### config.mk
export PLATFORM = sky130hd
export DESIGN_NAME = kim_if_pc_fetch
export DESIGN_NICKNAME = d
export VERILOG_FILES = /design/src/rtl/kim_pip_pkg.sv /design/src/rtl/kim_ifid_reg.sv /design/src/rtl/kim_if_pc_fetch.sv
export SDC_FILE = /design/constraint.sdc
export NUM_CORES = 1
export LEC_CHECK = 0
export BUFFER_PORTS_ARGS = -buffer_cell sky130_fd_sc_hd__buf_2
export CAP_MARGIN = 20
export CORE_ASPECT_RATIO = 0.7
export CORE_MARGIN = 5
export CORE_UTILIZATION = 53
export DETAILED_ROUTE_END_ITERATION = 7
export HOLD_SLACK_MARGIN = 0.08
export PLACE_DENSITY_LB_ADDON = 0.25
export SYNTH_ARGS = -nofsm -noshare
export SYNTH_HDL_FRONTEND = slang
export SYNTH_SLANG_ARGS = --single-unit
### constraint.sdc
create_clock -name clk -period 2.76 [get_ports clk]
set_input_delay 0.828 -clock clk [delete_from_list [all_inputs] [get_ports clk]]
set_output_delay 0.828 -clock clk [all_outputs]
set_load 0.02 [all_outputs]
### src/rtl/kim_pip_pkg.sv
// Shared constants and types for the pipelined MIPS core front end.
package kim_pip_pkg;

    // Sequential PC step; applied by the external PC adder on operand b.
    localparam logic [31:0] PC_INC = 32'd4;

    // Default PC loaded on reset.
    localparam logic [31:0] RESET_PC_DEF = 32'h0000_0000;

    // Instruction word used to clear pipeline/skid storage.
    localparam logic [31:0] NOP = 32'h0000_0000;

    // Fetch sequencer states.
    typedef enum logic [1:0] {
        S_REQ  = 2'd0,  // request outstanding to imem, waiting for grant
        S_WAIT = 2'd1,  // granted, waiting for the response
        S_HOLD = 2'd2,  // response parked in skid buffer while ID stalls
        S_DROP = 2'd3   // granted response is stale, discard on arrival
    } fetch_state_t;

endpackage

### src/rtl/kim_ifid_reg.sv
// IF/ID pipeline register: load a fetched instruction, hold under stall,
// insert a bubble otherwise, and kill the valid bit on a redirect.
import kim_pip_pkg::*;

module kim_ifid_reg #(
    parameter int DATA_WIDTH = 32
) (
    input  logic                  clk,
    input  logic                  reset_n,
    input  logic                  load,
    input  logic                  clear,
    input  logic                  hold,
    input  logic [DATA_WIDTH-1:0] instr_in,
    input  logic [DATA_WIDTH-1:0] pc_in,
    input  logic [DATA_WIDTH-1:0] pc4_in,
    output logic                  valid,
    output logic [DATA_WIDTH-1:0] instr,
    output logic [DATA_WIDTH-1:0] pc,
    output logic [DATA_WIDTH-1:0] pc4
);

    logic                  valid_r;
    logic [DATA_WIDTH-1:0] instr_r;
    logic [DATA_WIDTH-1:0] pc_r;
    logic [DATA_WIDTH-1:0] pc4_r;

    // Pipeline register update; clear (redirect) beats load and hold.
    always_ff @(posedge clk or negedge reset_n) begin
        if (!reset_n) begin
            valid_r <= 1'b0;
            instr_r <= DATA_WIDTH'(NOP);
            pc_r    <= {DATA_WIDTH{1'b0}};
            pc4_r   <= {DATA_WIDTH{1'b0}};
        end else if (clear) begin
            // Wrong-path instruction must not reach ID; fields are don't-care.
            valid_r <= 1'b0;
        end else if (load) begin
            valid_r <= 1'b1;
            instr_r <= instr_in;
            pc_r    <= pc_in;
            pc4_r   <= pc4_in;
        end else if (hold) begin
            valid_r <= valid_r;
        end else begin
            // ID consumed the entry and nothing new arrived: bubble.
            valid_r <= 1'b0;
        end
    end

    assign valid = valid_r;
    assign instr = instr_r;
    assign pc    = pc_r;
    assign pc4   = pc4_r;

endmodule

### src/rtl/kim_if_pc_fetch.sv
// Instruction-fetch front end: PC register, single-outstanding imem request
// sequencer with stale-response discard, one-entry skid buffer and IF/ID load.
import kim_pip_pkg::*;

module kim_if_pc_fetch #(
    parameter int                         DATA_WIDTH = 32,
    parameter logic [DATA_WIDTH-1:0]      RESET_PC   = RESET_PC_DEF
) (
    input  logic                  clk,
    input  logic                  reset_n,
    output logic [DATA_WIDTH-1:0] pc_o,
    input  logic [DATA_WIDTH-1:0] pc_seq_i,
    input  logic                  redirect_i,
    input  logic [DATA_WIDTH-1:0] redirect_pc_i,
    input  logic                  stall_i,
    output logic                  imem_req_o,
    output logic [DATA_WIDTH-1:0] imem_addr_o,
    input  logic                  imem_gnt_i,
    input  logic                  imem_rvalid_i,
    input  logic [DATA_WIDTH-1:0] imem_rdata_i,
    output logic                  ifid_valid_o,
    output logic [DATA_WIDTH-1:0] ifid_instr_o,
    output logic [DATA_WIDTH-1:0] ifid_pc_o,
    output logic [DATA_WIDTH-1:0] ifid_pc4_o
);

    fetch_state_t          state_r;
    logic [DATA_WIDTH-1:0] pc_r;
    logic [DATA_WIDTH-1:0] hold_buf_r;

    logic                  load_s;
    logic [DATA_WIDTH-1:0] load_data_s;

    // Decide whether IF/ID is written this cycle and from which source.
    always_comb begin
        load_s      = 1'b0;
        load_data_s = hold_buf_r;
        case (state_r)
            S_WAIT: begin
                if (imem_rvalid_i && !stall_i && !redirect_i) begin
                    load_s      = 1'b1;
                    load_data_s = imem_rdata_i;
                end else begin
                    load_s      = 1'b0;
                    load_data_s = hold_buf_r;
                end
            end
            S_HOLD: begin
                if (!stall_i && !redirect_i) begin
                    load_s = 1'b1;
                end else begin
                    load_s = 1'b0;
                end
            end
            default: begin
                load_s      = 1'b0;
                load_data_s = hold_buf_r;
            end
        endcase
    end

    // Fetch sequencer, PC register and skid buffer.
    always_ff @(posedge clk or negedge reset_n) begin
        if (!reset_n) begin
            state_r    <= S_REQ;
            pc_r       <= RESET_PC;
            hold_buf_r <= DATA_WIDTH'(NOP);
        end else begin
            // Redirect target always wins; otherwise advance only on a load.
            if (redirect_i) begin
                pc_r <= redirect_pc_i;
            end else if (load_s) begin
                pc_r <= pc_seq_i;
            end else begin
                pc_r <= pc_r;
            end

            case (state_r)
                S_REQ: begin
                    if (imem_gnt_i && redirect_i) begin
                        // Old address was accepted; its response is stale.
                        state_r <= S_DROP;
                    end else if (imem_gnt_i) begin
                        state_r <= S_WAIT;
                    end else begin
                        state_r <= S_REQ;
                    end
                end
                S_WAIT: begin
                    if (redirect_i) begin
                        state_r <= imem_rvalid_i ? S_REQ : S_DROP;
                    end else if (imem_rvalid_i && stall_i) begin
                        hold_buf_r <= imem_rdata_i;
                        state_r    <= S_HOLD;
                    end else if (imem_rvalid_i) begin
                        state_r <= S_REQ;
                    end else begin
                        state_r <= S_WAIT;
                    end
                end
                S_HOLD: begin
                    if (redirect_i) begin
                        hold_buf_r <= DATA_WIDTH'(NOP);
                        state_r    <= S_REQ;
                    end else if (!stall_i) begin
                        state_r <= S_REQ;
                    end else begin
                        state_r <= S_HOLD;
                    end
                end
                S_DROP: begin
                    if (imem_rvalid_i) begin
                        state_r <= S_REQ;
                    end else begin
                        state_r <= S_DROP;
                    end
                end
                default: begin
                    state_r <= S_REQ;
                end
            endcase
        end
    end

    kim_ifid_reg #(
        .DATA_WIDTH (DATA_WIDTH)
    ) u_ifid (
        .clk      (clk),
        .reset_n  (reset_n),
        .load     (load_s),
        .clear    (redirect_i),
        .hold     (stall_i),
        .instr_in (load_data_s),
        .pc_in    (pc_r),
        .pc4_in   (pc_seq_i),
        .valid    (ifid_valid_o),
        .instr    (ifid_instr_o),
        .pc       (ifid_pc_o),
        .pc4      (ifid_pc4_o)
    );

    // Request is decoded from the state register and forced low under reset.
    assign imem_req_o  = (state_r == S_REQ) && reset_n;
    assign imem_addr_o = pc_r;
    assign pc_o        = pc_r;

endmodule

* Yosys cells after proc, flatten, opt, wreduce, memory -nomap -nowiden
Cells that the tools add are included.
** Operators by class
- Equality and inequality tests :: 7
- Bitwise logic cells :: 1
- Multiplexer cells :: 23
- Reductions and logical operators :: 13
** Operator list (number)
- $mux W32 :: 7
- $pmux W32 S2 :: 1
- $mux W2 :: 6
- $pmux W2 S4 :: 1
- $mux W1 :: 7
- $logic_and A1 B1 Y1 :: 6
- $ne A2 B2 Y1 const B :: 3
- $eq A2 B2 Y1 const B :: 2
- $reduce_and A4 Y1 :: 1
- $reduce_bool A2 Y1 :: 2
- $ne A3 B2 Y1 const B :: 1
- $eq A2 B1 Y1 const B :: 1
- $logic_not A1 Y1 :: 2
- $logic_not A2 Y1 :: 1
- $pmux W1 S2 :: 1
- $reduce_and A2 Y1 :: 1
- $not A1 Y1 :: 1
** Word-level totals
- Input bits :: 102
- Word-level logic and storage cells :: 51
- Output and inout port bits :: 162
- Register bits after elaboration :: 163

* Longest topological paths before layout
- Word-level depth :: 7
- Gate-level depth with buffers :: 7

* Hierarchy
From an unflattened synthesis, not the netlist that was laid out.
** Second synthesis, totals
- Cells, all modules :: 619
- Area, all modules :: 7780.0 um^2
** Modules (own cells, without submodules)
- kim_if_pc_fetch :: area each 3975.1 um^2, cells each 412, instances 1
- kim_ifid_reg :: area each 3804.9 um^2, cells each 207, instances 1

* Worst setup path after synthesis
Ideal clock, no wire load.
- Path kind :: input-to-reg
- From :: input port redirect_i
- To :: register u_ifid.instr_r[21] (netlist: u_ifid.instr[21])
- Cell stages on the path :: 5
- Data arrival time :: 1932 ps
- Required time :: 2635 ps
- Path slack :: 703 ps
- Path through :: and4bb_1 -> buf_2 -> buf_6 -> mux2_2 -> mux2_2
** On the way
- Longest elaborated chain between the ends :: 5
- Elaborated cells between the ends (all ways) :: 10
- Those cells by class :: mux: 5; bitwise: 1; reduce/logical: 4
** Ends and longest elaborated chain
- start, declared :: RTL line kim_if_pc_fetch.sv:13 : input logic redirect_i,
- $logic_not A1 Y1 :: RTL line kim_if_pc_fetch.sv:40, kim_if_pc_fetch.sv:49
- $logic_and A1 B1 Y1, on equally long branches :: RTL line kim_if_pc_fetch.sv:49, kim_if_pc_fetch.sv:40
- $mux W1, on equally long branches :: RTL line kim_if_pc_fetch.sv:49, kim_if_pc_fetch.sv:40
- $pmux W1 S2 :: RTL line kim_if_pc_fetch.sv:38 : case (state_r)
- $reduce_and A2 Y1 (no source line)
- end signal, assigned :: RTL line kim_ifid_reg.sv:31 : instr_r <= DATA_WIDTH'(NOP);
- end signal, assigned :: RTL line kim_ifid_reg.sv:39 : instr_r <= instr_in;
- end, declared :: RTL line kim_ifid_reg.sv:23 : logic [DATA_WIDTH-1:0] instr_r;
Several ways; a longest one is shown, not always the timed one.
A chain may end at the register's enable or synchronous reset.

* Worst setup path in the final report
- From :: register state_r[1]
- To :: register u_ifid.pc4_r[31] (netlist: u_ifid.pc4[31])
** On the way
- Longest elaborated chain between the ends :: 3
- Elaborated cells between the ends (all ways) :: 4
- Those cells by class :: eq/ne: 2; mux: 1; reduce/logical: 1
** Ends and longest elaborated chain
- start, declared :: RTL line kim_if_pc_fetch.sv:27 : fetch_state_t state_r;
- start signal, assigned :: RTL line kim_if_pc_fetch.sv:91 : state_r <= imem_rvalid_i ? S_REQ : S_DROP;
- $eq A2 B2 Y1 / $eq A2 B1 Y1 (equally long branches) :: RTL line kim_if_pc_fetch.sv:38
- $pmux W1 S2 (*) :: RTL line kim_if_pc_fetch.sv:38
- $reduce_and A2 Y1 (no source line) (*)
- end signal, assigned :: RTL line kim_ifid_reg.sv:33 : pc4_r <= {DATA_WIDTH{1'b0}};
- end signal, assigned :: RTL line kim_ifid_reg.sv:41 : pc4_r <= pc4_in;
- end, declared :: RTL line kim_ifid_reg.sv:25 : logic [DATA_WIDTH-1:0] pc4_r;
Every way passes the cells marked *; elsewhere a longest branch is shown, timed or not.

==> results.sh <==
export IMPL_die_area_sq_mm=0.0159
export IMPL_numCtsBuffers=17
export IMPL_fmax_mhz=433
export IMPL_final_cell_mix="buf_2, dfrtp_1, mux2_2, mux2_4, a22o_1"
export IMPL_drc=0
export IMPL_p_per_area_mw_per_mm2=1130
export IMPL_synth_cell_types=32
export IMPL_period_share=0.837
export IMPL_vias=4875
export IMPL_grtUsageTotal=0.227
export IMPL_crit_required_ps=3050
export IMPL_max_slew_margin=0.334
export IMPL_globalplace_congestion=0.769
export IMPL_finalNonFillerCells=904
export IMPL_worst_pin_slew_ps=998
export IMPL_grt_pass1_vias=5200
export IMPL_avgViaCountPerCell=5.39
export IMPL_crit_chain="inv_1 > ha_1 > nand2b_1 > or3_4 > mux2_2"
export IMPL_cp_arrival_ps=2600
export IMPL_synthToLayoutAreaGrowth_pct=25.7
export IMPL_start_util=0.542
export IMPL_die_h_microns=107
export IMPL_sw_frac_of_total=0.358
export IMPL_hold_viol=0
export IMPL_cts_tree="built"
export IMPL_netlist_area_sq_mm=0.00714
export IMPL_seq_power_share=0.389
export IMPL_cap_violations=0
export IMPL_hold_path_class="register to register"
export IMPL_grt_max_degree=164
export IMPL_outcome="finished clean"
export IMPL_cp_slowest_stage_delay_ps=780
export IMPL_skew_ps=12.9
export IMPL_clock_sinks=163
export IMPL_power_total_mw=10.1
export IMPL_rsz0062_at_grt="false"
export IMPL_io_buffers=263
export IMPL_cp_end_kind="register"
export IMPL_syn_inst=478
export IMPL_synth_warnings=0
export IMPL_dp_cells=873
export IMPL_ir_drop_v=0.000543
export IMPL_syn_num_nets=585
export IMPL_cts_root_buffer="clkbuf_16"
export IMPL_grt_pass1_wl_mm=28.3
export IMPL_wl_mm=17.8
export IMPL_core_sq_mm=0.0132
export IMPL_crit_type="register to register"
export IMPL_detail_route_antenna_nets=0
export IMPL_ff2ff_setup_slack_ps=450
export IMPL_synth_seq_cells=163
export IMPL_yosys_area_top_type_share=0.571
export IMPL_ctsResizeCount=0
export IMPL_nNetsFinal=814
export IMPL_syn_avg_cell_area_sq_um=14.9
export IMPL_ctsHoldBuffers=0
export IMPL_synth_area_leaders="dfrtp_1, mux2_2, mux2_4"
export IMPL_layout_drive_gt1_share=0.603
export IMPL_avgRoutedWirePerCell_microns=19.7
export IMPL_row_count=35
export IMPL_internal_power_mw=6.49
export IMPL_slew_violations=0
export IMPL_io_pins=264
export IMPL_setup_viol=0
export IMPL_clkTransAtPathRegs_ps=60
export IMPL_initialDrtViolationCount=221
export IMPL_cp_slowest_cell="or3_4"
export IMPL_final_min_clock_period_ps=2310
export IMPL_setup_slack_ps=450
export IMPL_die_w_microns=149
export IMPL_yosysSeqAreaShare=0.571
export IMPL_clockPowerShare=0.228
export IMPL_antenna_found_initial=1
export IMPL_synth_area_leader_cell="dfrtp_1"
export IMPL_grt_ovfl_total=0
export IMPL_comb_power_share=0.383
export IMPL_post_cts_buffers=0
export IMPL_final_common_cell="buf_2"
export IMPL_clkLatencyLatePin_ps=410
export IMPL_p_leak_nw=4.77
export IMPL_preCtsSetupSlack_ps=216
export IMPL_h_tree_depth=4
export IMPL_fin_tns_setup_ps=0
export IMPL_p_sw_mw=3.61
export IMPL_dp_hpwl_mm=12.6
export IMPL_cp_max_fo=52
export IMPL_drt_pass1_iter_count=5
export IMPL_critPathLaunchType="register"
export IMPL_cts_max_path_buffers=2
[kinds of logic (layout without fill, tap and decap cells)]
family                   count (synthesis)  count (layout)  synth area share
AND/OR/NAND/NOR                         43              43            0.0384
other                                    0               1                 0
buffers and inverters                   66             306            0.0631
multiplexers                           128             128             0.223
flip-flops                             163             163             0.571
adder cells (fa/ha/maj)                  5               5           0.00876
AO/OA/AOI/OAI                           73              73            0.0948
[per-layer routing]
metal	track usage	wire [microns]	vias to the layer above
met5	0	13	-
met4	0.0620	226	2
met3	0.0748	1350	19
met2	0.368	8700	186
met1	0.295	7560	2495
li1	-	-	2173
[power groups by stage]
stage	sequential, mW	clock (mW)	combinational (mW)
floorplan	4.70	0	1.84
global placement	3.90	0	3.79
detailed placement	3.95	0	3.91
CTS	3.93	2.34	3.93
global route	4.05	2.47	4.12
finish	3.93	2.30	3.87
[stage by stage]
step	area [sq um]	hold WS [ps]	util
after floorplan	7140	459	-
final	8970	478	0.680
after detailed placement	8400	469	0.637
after CTS	8970	484	0.680
after global placement	8370	466	0.635
after global routing	8970	494	0.680
[Yosys cell counts]
master    number
dfrtp_1      163
mux2_2        76
mux2_4        41
buf_4         33
a22o_1        32
and2_1        24
a221o_1       23
mux2_1        11
clkbuf_1      10
nand2b_1      10
buf_2          9
buf_6          9
o221a_2        9
ha_1           5
inv_1          4
nor2_1         2
o21a_1         2
a21oi_1        1
a21oi_2        1
a31o_2         1
and4bb_1       1
buf_1          1
nand2_1        1
nand3_1        1
nand3b_1       1
nand4b_1       1
nor3_2         1
o21ai_0        1
o21ai_1        1
o31ai_1        1
o32a_1         1
or3_1          1
[final timing paths]
check / startpoint / to / cells after the start
max in group asynchronous: reset_n / u_ifid.pc[13] / 2
worst max-delay path: state_r[1] / u_ifid.pc4[31] / 5
worst min-delay path: u_ifid.pc[16] / u_ifid.pc[16] / 1
worst max register to register: state_r[1] / u_ifid.pc4[31] / 5
min in group asynchronous: reset_n / u_ifid.pc4[26] / 2
worst min register to register: u_ifid.pc[16] / u_ifid.pc[16] / 1
[worst max-delay path, delay by kind of cell, from the launching register on]
family                     cells  cell delay [ps]
buffers and inverters          1              120
adders and majority gates      1              240
muxes                          1              420
DFF                            1              410
and+or+nand+nor                2              970
[flip-flops by register name, summed over array words and instances (netlist names)]
signal / flops
u_ifid.pc4: 32
imem_addr_o: 32
hold_buf_r: 32
u_ifid.pc: 32
state_r: 2
u_ifid.instr: 32
u_ifid.valid: 1
[cell type report]
| type | count | area, sq um |
|---|---|---|
| clock inverters | 12 | 133 |
| inverters | 4 | 15.0 |
| repair buffers | 272 | 1450 |
| multi-input cells | 249 | 2620 |
| fillers | 969 | 4210 |
| clock buffers | 18 | 439 |
| flip-flops and latches | 163 | 4080 |
| diodes | 1 | 2.50 |
| well taps | 185 | 231 |
(Power assumes the default switching activity.)
